<file path="src/rtl/sam_pool_pkg.sv">
// Shared types and constants for the SAM pooling stage.
package sam_pool_pkg;

   typedef enum logic [1:0] {
      IDLE  = 2'd0,
      ACCUM = 2'd1,
      DRAIN = 2'd2
   } state_e;

   localparam int POOL_SIZE_W = 4;
   localparam logic [POOL_SIZE_W-1:0] DEFAULT_POOL_SIZE = POOL_SIZE_W'(1);

   // Buffered result word; the data field matches the default sample width.
   localparam int ENTRY_DATA_W = 32;

   typedef struct packed {
      logic                    last;
      logic [ENTRY_DATA_W-1:0] data;
   } pool_entry_t;

endpackage

</file>
<file path="src/rtl/sam_pool_fifo.sv">
// Small synchronous FIFO buffering pooled results ahead of the memory writer.
module sam_pool_fifo #(
   parameter int WIDTH = 33,
   parameter int DEPTH = 4
) (
   input  logic             clk,
   input  logic             rst,
   input  logic             push,
   input  logic             pop,
   input  logic [WIDTH-1:0] din,
   output logic             full,
   output logic             empty,
   output logic [WIDTH-1:0] head
);

   localparam int AW = $clog2(DEPTH);

   logic [WIDTH-1:0] mem_q [DEPTH];
   logic [WIDTH-1:0] mem_d [DEPTH];
   logic [AW:0]      wr_ptr_q, wr_ptr_d;
   logic [AW:0]      rd_ptr_q, rd_ptr_d;
   logic             do_push, do_pop;

   // Status flags and head word; head reads as zero while empty.
   always_comb begin
      empty = (wr_ptr_q == rd_ptr_q);
      full  = (wr_ptr_q[AW] != rd_ptr_q[AW]) && (wr_ptr_q[AW-1:0] == rd_ptr_q[AW-1:0]);
      head  = empty ? '0 : mem_q[rd_ptr_q[AW-1:0]];
   end

   // Next storage and pointer values; pops on an empty FIFO are dropped.
   always_comb begin
      do_push  = push & ~full;
      do_pop   = pop & ~empty;
      mem_d    = mem_q;
      wr_ptr_d = wr_ptr_q;
      rd_ptr_d = rd_ptr_q;
      if (do_push) begin
         mem_d[wr_ptr_q[AW-1:0]] = din;
         wr_ptr_d = wr_ptr_q + (AW+1)'(1);
      end
      if (do_pop) begin
         rd_ptr_d = rd_ptr_q + (AW+1)'(1);
      end
   end

   // Storage and pointer registers; reset discards all contents.
   always_ff @(posedge clk or posedge rst) begin
      if (rst) begin
         for (int unsigned i = 0; i < DEPTH; i++) mem_q[i] <= '0;
         wr_ptr_q <= '0;
         rd_ptr_q <= '0;
      end else begin
         mem_q    <= mem_d;
         wr_ptr_q <= wr_ptr_d;
         rd_ptr_q <= rd_ptr_d;
      end
   end

endmodule

</file>
<file path="src/rtl/sam_pool.sv">
// ReLU + 1-D max-pool stage on the SAM convolution stream, with an output FIFO.
// DATA_W must match the package entry width (ENTRY_DATA_W).
module sam_pool
   import sam_pool_pkg::*;
#(
   parameter int DATA_W     = 32,
   parameter int POOL_MAX   = 8,
   parameter int FIFO_DEPTH = 4
) (
   input  logic                   Clk,
   input  logic                   Rst,
   input  logic                   Cfg_Load,
   input  logic [POOL_SIZE_W-1:0] Cfg_Pool_Size,
   input  logic                   Cfg_Relu_En,
   input  logic                   In_Valid,
   output logic                   In_Ready,
   input  logic [DATA_W-1:0]      In_Data,
   input  logic                   In_Last,
   output logic                   Out_Valid,
   input  logic                   Out_Ready,
   output logic [DATA_W-1:0]      Out_Data,
   output logic                   Out_Last,
   output logic                   Busy,
   output logic                   Err_Cfg
);

   localparam logic [POOL_SIZE_W-1:0] POOL_MAX_C = POOL_SIZE_W'(POOL_MAX);

   state_e                 state_q, state_d;
   logic [POOL_SIZE_W-1:0] pool_size_q, pool_size_d;
   logic [POOL_SIZE_W-1:0] cnt_q, cnt_d, cnt_new;
   logic                   relu_en_q, relu_en_d;
   logic                   err_cfg_q, err_cfg_d;
   logic                   busy_q, busy_d;
   logic [DATA_W-1:0]      acc_q, acc_d, acc_new, v;
   logic                   accept, close, pop;
   logic                   fifo_full, fifo_empty;
   pool_entry_t            push_entry, head_entry;

   // Output buffer; Out_* come straight from its registered head.
   sam_pool_fifo #(
      .WIDTH ($bits(pool_entry_t)),
      .DEPTH (FIFO_DEPTH)
   ) u_fifo (
      .clk   (Clk),
      .rst   (Rst),
      .push  (close),
      .pop   (pop),
      .din   (push_entry),
      .full  (fifo_full),
      .empty (fifo_empty),
      .head  (head_entry)
   );

   // Handshake and outputs, all from registered state.
   always_comb begin
      In_Ready  = ~fifo_full & (state_q != DRAIN);
      Out_Valid = ~fifo_empty;
      Out_Data  = head_entry.data;
      Out_Last  = head_entry.last;
      Busy      = busy_q;
      Err_Cfg   = err_cfg_q;
      pop       = Out_Ready & ~fifo_empty;
   end

   // ReLU and running max for the current window.
   always_comb begin
      accept = In_Valid & In_Ready;
      v      = (relu_en_q && In_Data[DATA_W-1]) ? '0 : In_Data;
      if (cnt_q == '0) begin
         acc_new = v;
         cnt_new = POOL_SIZE_W'(1);
      end else begin
         acc_new = ($signed(v) > $signed(acc_q)) ? v : acc_q;
         cnt_new = cnt_q + POOL_SIZE_W'(1);
      end
      close           = accept & ((cnt_new == pool_size_q) | In_Last);
      push_entry.last = In_Last;
      push_entry.data = acc_new;
   end

   // FSM, configuration, window counter and busy tracking.
   always_comb begin
      state_d     = state_q;
      pool_size_d = pool_size_q;
      relu_en_d   = relu_en_q;
      err_cfg_d   = err_cfg_q;
      cnt_d       = cnt_q;
      acc_d       = acc_q;
      busy_d      = busy_q;

      case (state_q)
         IDLE:    if (accept) state_d = In_Last ? DRAIN : ACCUM;
         ACCUM:   if (accept && In_Last) state_d = DRAIN;
         DRAIN:   if (fifo_empty) state_d = IDLE;
         default: state_d = IDLE;
      endcase

      if (Cfg_Load && state_q == IDLE) begin
         relu_en_d = Cfg_Relu_En;
         if (Cfg_Pool_Size == '0 || Cfg_Pool_Size > POOL_MAX_C) begin
            pool_size_d = DEFAULT_POOL_SIZE;
            err_cfg_d   = 1'b1;
         end else begin
            pool_size_d = Cfg_Pool_Size;
         end
      end

      if (accept) begin
         acc_d = acc_new;
         cnt_d = close ? '0 : cnt_new;
      end

      if (accept && state_q == IDLE) busy_d = 1'b1;
      if (pop && head_entry.last)    busy_d = 1'b0;
   end

   // State registers; reset discards any open window.
   always_ff @(posedge Clk or posedge Rst) begin
      if (Rst) begin
         state_q     <= IDLE;
         pool_size_q <= DEFAULT_POOL_SIZE;
         relu_en_q   <= 1'b0;
         err_cfg_q   <= 1'b0;
         cnt_q       <= '0;
         acc_q       <= '0;
         busy_q      <= 1'b0;
      end else begin
         state_q     <= state_d;
         pool_size_q <= pool_size_d;
         relu_en_q   <= relu_en_d;
         err_cfg_q   <= err_cfg_d;
         cnt_q       <= cnt_d;
         acc_q       <= acc_d;
         busy_q      <= busy_d;
      end
   end

endmodule

</file>
<file path="config.mk">
export PLATFORM = sky130hd
export DESIGN_NAME = sam_pool
export DESIGN_NICKNAME = d
export VERILOG_FILES = /design/src/rtl/sam_pool_pkg.sv /design/src/rtl/sam_pool_fifo.sv /design/src/rtl/sam_pool.sv
export SDC_FILE = /design/constraint.sdc
export NUM_CORES = 1
export LEC_CHECK = 0
export ABC_AREA = 1
export BUFFER_PORTS_ARGS = -buffer_cell sky130_fd_sc_hd__buf_2
export CAP_MARGIN = 10
export CORE_UTILIZATION = 45
export CTS_CLUSTER_SIZE = 14
export DETAILED_ROUTE_END_ITERATION = 7
export GPL_TIMING_DRIVEN = 0
export REMOVE_ABC_BUFFERS = 1
export SLEW_MARGIN = 20
export SYNTH_ARGS = -nofsm -noshare
export SYNTH_HDL_FRONTEND = slang
export SYNTH_SLANG_ARGS = --single-unit
</file>
<file path="constraint.sdc">
create_clock -name Clk -period 14.3 [get_ports Clk]
set_input_delay 0.715 -clock Clk [delete_from_list [all_inputs] [get_ports Clk]]
set_output_delay 0.715 -clock Clk [all_outputs]
set_load 0.02 [all_outputs]
</file>
# --- Yosys cells after proc, flatten, opt, wreduce, memory -nomap -nowiden ---
# Index checks and enable logic that the tools add are counted.
word_totals:
  input_bits: 43
  wordCells: 76
  out_inout_bits: 37
  regBits: 183
op_classes:
  addsub: 3
  n_bitwise: 11
  mux: 20
  n_eq_ne: 10
  n_lt_le_gt_ge: 5
  n_reduce_logical: 14
op_table:
  columns: ["cell", "count"]
  rows:
  - ["132-bit bitwise mux", 1]
  - ["33-bit 2-to-1 mux", 4]
  - ["32-bit 2-to-1 mux", 3]
  - ["33-bit binary-select mux with 2-bit select", 1]
  - ["33-bit demux with 2-bit select", 1]
  - ["32-bit greater-than comparator", 1]
  - ["4-bit 2-to-1 mux", 3]
  - ["4-bit logical NOT", 2]
  - ["2-bit 2-to-1 mux", 4]
  - ["1-bit logical AND", 7]
  - ["3-bit by 1-bit adder with 3-bit output, second input constant", 2]
  - ["1-bit bitwise AND", 6]
  - ["3-bit greater-or-equal comparator, second input constant", 2]
  - ["2-bit inequality test, second input constant", 3]
  - ["2-bit NOT with 3-bit output", 2]
  - ["2-bit one-hot mux with 3 select lines", 1]
  - ["4-bit by 1-bit adder with 4-bit output, second input constant", 1]
  - ["4-bit equality test", 1]
  - ["4-bit greater-than comparator, second input constant", 1]
  - ["3-bit equality test", 1]
  - ["3-bit by 1-bit less-than comparator with 1-bit output, second input constant", 1]
  - ["3-bit AND reduction", 1]
  - ["2-bit by 1-bit equality test with 1-bit output, second input constant", 1]
  - ["2-bit equality test", 1]
  - ["other kinds (10)", 12]

# --- Logic depth before layout (Yosys ltp) ---
depth:
  ltp_word: 8
  mapped_depth: 22
  depth_no_buf: 20

# --- By module ---
# Synthesis repeated with hierarchy kept, for this count alone.
unflattened:
  cells_unflattened: 1435
  hier_area_um2: 10630.2
modules_own_cells:
  columns: ["mod", "cells_per_inst", "instances", "seq_area_each_um2", "area_each_um2"]
  rows:
  - ["sam_pool_fifo", 896, 1, 3453.3, 7003.0]
  - ["sam_pool", 539, 1, 1127.3, 3627.2]

# --- Worst setup path before layout ---
# Ideal clock, no wire load.
synth_path:
  kind: "input to register"
  from: "input port In_Data[31]"
  to: "register acc_q[0]"
  path_stages: 19
  setup_slack_ns: 11.495
  required_time_ns: 14.182
  path_buffers: 2
  t_arrival_ns: 2.686
  setup_ns: 0.118
  cell_sequence: "nand2_1 -> clkbuf_1 -> nand2_1 -> inv_1 -> ha_1 -> a21o_1 -> nor2_1 -> nand2_1 -> nand2_1 -> nand2_1 -> nand2_1 -> nand2_1 -> nand2_1 -> nand3_1 -> nand2_1 -> buf_2 -> nand2_1 -> nand3_1 -> nand2_1"
synth_between:
  elab_chain_len: 5
synth_rtl:
  columns: ["element", "line_no", "rtl"]
  rows:
  - ["start, declared", "sam_pool.sv:17", "input logic [DATA_W-1:0] In_Data,"]
  - ["1-bit logical AND", "sam_pool.sv:69", "v = (relu_en_q && In_Data[DATA_W-1]) ? '0 : In_Data;"]
  - ["32-bit 2-to-1 mux (*)", "sam_pool.sv:69", null]
  - ["32-bit greater-than comparator", "sam_pool.sv:74", "acc_new = ($signed(v) > $signed(acc_q)) ? v : acc_q;"]
  - ["32-bit 2-to-1 mux", "sam_pool.sv:74", null]
  - ["32-bit 2-to-1 mux (*)", "sam_pool.sv:70", "if (cnt_q == '0) begin"]
  - ["end signal, assigned", "sam_pool.sv:126", "acc_q <= '0;"]
  - ["end signal, assigned", "sam_pool.sv:134", "acc_q <= acc_d;"]
  - ["end, declared", "sam_pool.sv:35", "logic [DATA_W-1:0] acc_q, acc_d, acc_new, v;"]
# Mark *: on every way between the ends. The rest lies on a longest branch, timed or not.
# A chain may end at the register's enable or synchronous reset.

# --- Final worst setup path ---
layout_path:
  from: "register u_fifo.rd_ptr_q[0]"
  to: "register u_fifo.mem_q[20] (netlist name)"
layout_between:
  elab_chain_len: 7
layout_rtl:
  columns: ["element", "line_no", "rtl"]
  rows:
  - ["start, declared", "sam_pool_fifo.sv:21", "logic [AW:0] rd_ptr_q, rd_ptr_d;"]
  - ["start signal, assigned", "sam_pool_fifo.sv:56", "rd_ptr_q <= rd_ptr_d;"]
  - ["2-bit equality test (*)", "sam_pool_fifo.sv:27", "full = (wr_ptr_q[AW] != rd_ptr_q[AW]) && (wr_ptr_q[AW-1:0] == rd_ptr_q[AW-1:0]);"]
  - ["1-bit logical AND (*)", "sam_pool_fifo.sv:27", null]
  - ["1-bit NOT (*)", "sam_pool_fifo.sv:33, sam_pool.sv:57", null]
  - ["1-bit bitwise AND", "sam_pool.sv:57", "In_Ready = ~fifo_full & (state_q != DRAIN);"]
  - ["1-bit bitwise AND", "sam_pool.sv:68", "accept = In_Valid & In_Ready;"]
  - ["1-bit bitwise AND", "sam_pool.sv:77", "close = accept & ((cnt_new == pool_size_q) | In_Last);"]
  - ["1-bit bitwise AND (*)", "sam_pool_fifo.sv:33", "do_push = push & ~full;"]
  - ["end signal, assigned", "sam_pool_fifo.sv:54", "mem_q <= mem_d;"]
  - ["end, declared", "sam_pool_fifo.sv:18", "logic [WIDTH-1:0] mem_q [DEPTH];"]
# Marks and branches as above.

==> results_dict.tcl <==
set metrics [dict create \
    avgRoutedWirePerCell_um 16.73 \
    standard_cell_rows 54 \
    route.antenna.remaining_nets 0 \
    setup_viol_count_final 0 \
    synth_cell_type_count 30 \
    grt_overflow_total 0 \
    data_arrival_critical_path_ns 4.89 \
    synth_register_bits 183 \
    synthDominantAreaCellType "dfrtp_1" \
    number_of_clock_sinks 183 \
    post_route_cells_drive_above_1_share 0.09822 \
    synth-main-ff-cell "dfrtp_1" \
    hold_path.class "input pin to async pin" \
    ir_drop_mv 0.1115 \
    die_w_um 151.4 \
    floorplan.initialDensity 0.4601 \
    buffer_ports.inserted 79 \
    grt_pass1_vias 8536 \
    setup_repair_after_global_routing_missed_its_margin "false" \
    reg2reg_depth 14 \
    hold_ws_ns 0.3573 \
    die_outline_height_um 151.4 \
    crit_path_max_fanout 68 \
    post_synth_edffs 0 \
    r2r_startpoint "u_fifo.rd_ptr_q[0]" \
    max_cap_violation_count 0 \
    static-leakage-power_nw 6.329 \
    final_hold_viol_count 0 \
    drt-vias-per-instance 5.271 \
    crit_path_start_kind "flop" \
    instances_no_fill 1685 \
    clkLatencyLatePin_ns 0.44 \
    dr.first_iter.drc_count 690 \
    synthMostInstantiatedCell "nand2_1" \
    floorplan.core_area_um2 21820 \
    period_share 0.3158 \
    regToRegSetupSlack_ns 9.78 \
    fmax_mhz 221.4 \
    pwr_density_cell_nw_per_um2 271.0 \
    worst_slew_margin 0.4274 \
    final-max-slew-violation-count 0 \
    netlist_instances 1355 \
    grt_first_pass_wirelength_um 45080 \
    clkTransAtPathRegs_ns 0.07 \
    worst-endpoint-required_ns 14.67 \
    tritoncts "yes" \
    async_flop_share 1.000 \
    antenna_violations_before_repair 0 \
    htree_num_levels 4 \
    num_vias 8882 \
    final_wl_um 28190 \
    synthesis.area_per_instance_um2 7.410 \
    grt_start_max_net_pins 97 \
    tns_ns 0 \
    gpl.final_weighted_congestion 0.7711 \
    layout.filler_cells 2171 \
    outcome "finished clean" \
    cts-root-to-sink-buffers 2 \
    cts-resized-gates 0 \
    cts.repair_timing.setup_buffer_count 0 \
    crit-reg2reg-capture "u_fifo.mem_q[20]" \
    holdBufCountCts 0 \
    synth_sequential_area_ratio 0.4562 \
    dp.final_hpwl_um 16000 \
    worst_clock_skew_ns 0.01031 \
    worst_pin_slew_ns 0.8558 \
    detailedRoute.firstPassIterationCount 5 \
    final_net_count 1474 \
    placed_cells_incl_taps 1653 \
    n_antenna_cell 0 \
    post_synth_main_area_contributors "dfrtp_1 45%, nand2_1 18%, nand3_1 10%" \
    cp-end-kind "flop" \
    area_growth_syn_to_layout_pct 11.28 \
    cts_buffers 17 \
    root_buffer "clkbuf_16" \
    io_pins 80 \
    route.detailed.drc 0 \
    synthesis.yosys.warnings 0 \
    final_period_minus_worst_setup_slack_ns 4.516 \
    track_usage 0.2610 \
    crit_type "flop to flop" \
    area_of_the_mapped_netlist_um2 10040 \
    synth_top_cell_area_share 0.4536 \
    die_area_um2 22910 \
    synth.top_cells.by_count "488 x nand2_1, 205 x nand3_1, 182 x dfrtp_1" \
]
per-layer routing:
metal  vias up  global-route usage  routed length (um)
met5         -                   0                   0
met4         0             0.08550                 598
met3        51             0.04036                1447
met2       237              0.4329               13310
met1      4175              0.3471               12830
li1       4419                   -                   -
worst max-delay path by stage:
stage,start,end,depth (start not counted)
floorplan,Rst,Busy,1
global placement,Rst,u_fifo.mem_q[61],2
detailed placement,In_Data[31],u_fifo.mem_q[21],16
CTS,u_fifo.rd_ptr_q[0],u_fifo.mem_q[20],14
global route,u_fifo.rd_ptr_q[0],u_fifo.mem_q[1],14
finish,u_fifo.rd_ptr_q[0],u_fifo.mem_q[20],14
kinds of logic (layout without fill, tap and decap cells):
family	count (synthesis)	count (layout)	share of synthesized area
xor+xnor	10	10	0.008723
simple gates	790	790	0.3266
compound gates	136	136	0.07414
fa+ha+maj	39	39	0.04860
flops	183	183	0.4562
buf+inv	197	247	0.08573
power by group:
group | switching (mW) | total [mW] | leakage, nW | internal, mW
clock | 0.212 | 0.463 | 0.263 | 0.250
combinational | 1.16 | 1.69 | 3.75 | 0.531
sequential | 0.133 | 0.878 | 2.32 | 0.745
sequential cells by signal, indices dropped and copies added (netlist names), 2 cells and up:
| name | flops |
|---|---|
| u_fifo.mem_q | 132 |
| acc_q | 32 |
| cnt_q | 4 |
| pool_size_q | 4 |
| u_fifo.rd_ptr_q | 3 |
| u_fifo.wr_ptr_q | 3 |
| state_q | 2 |
worst max-delay path, cell delays in order, from the launching register on:
cell and delay [ns]:
dfrtp_4 0.60, buf_12 0.24, inv_4 0.57, nand2_1 0.11, nand4_1 0.14, or2_1 0.12
o21ai_2 0.08, nor2_4 0.53, buf_16 0.25, nand2_1 0.12, nand2_4 0.20, nand2_4 0.37
inv_2 0.77, nand3_1 0.18, nand2_1 0.09
cell usage in the layout, fill, tap and decap left out, types with 4 or more instances in the layout:
cell,instances
nand2_1,486
nand3_1,204
dfrtp_1,180
inv_1,121
nor2_1,83
buf_2,79
o21ai_0,78
ha_1,39
o22ai_1,33
a21oi_1,17
clkbuf_16,17
xor2_1,7
inv_2,6
nand2_4,5
clkinvlp_4,4
buf_16,4
through the flow:
step	cell area [um^2]	power, mW	util	setup WS, ns
detailed placement	10610	2.574	0.4863	9.737
global placement	10410	2.502	0.4770	6.163
finish	11170	3.027	0.5120	9.784
CTS	11170	3.043	0.5120	9.728
floorplan	9664	2.006	-	8.615
global route	11170	3.301	0.5120	9.450
layout make-up:
type | instances | area [um^2] | share of cell area
Clock buffer | 22 | 464.2 | 0.04155
Clock inverter | 10 | 96.34 | 0.008623
Inverter | 129 | 494.2 | 0.04423
Multi-Input combinational cell | 975 | 4617 | 0.4132
Sequential cell | 183 | 4586 | 0.4104
Tap cell | 280 | 350.3 | 0.03136
Timing Repair Buffer | 86 | 565.5 | 0.05062
(Power assumes the default switching activity.)
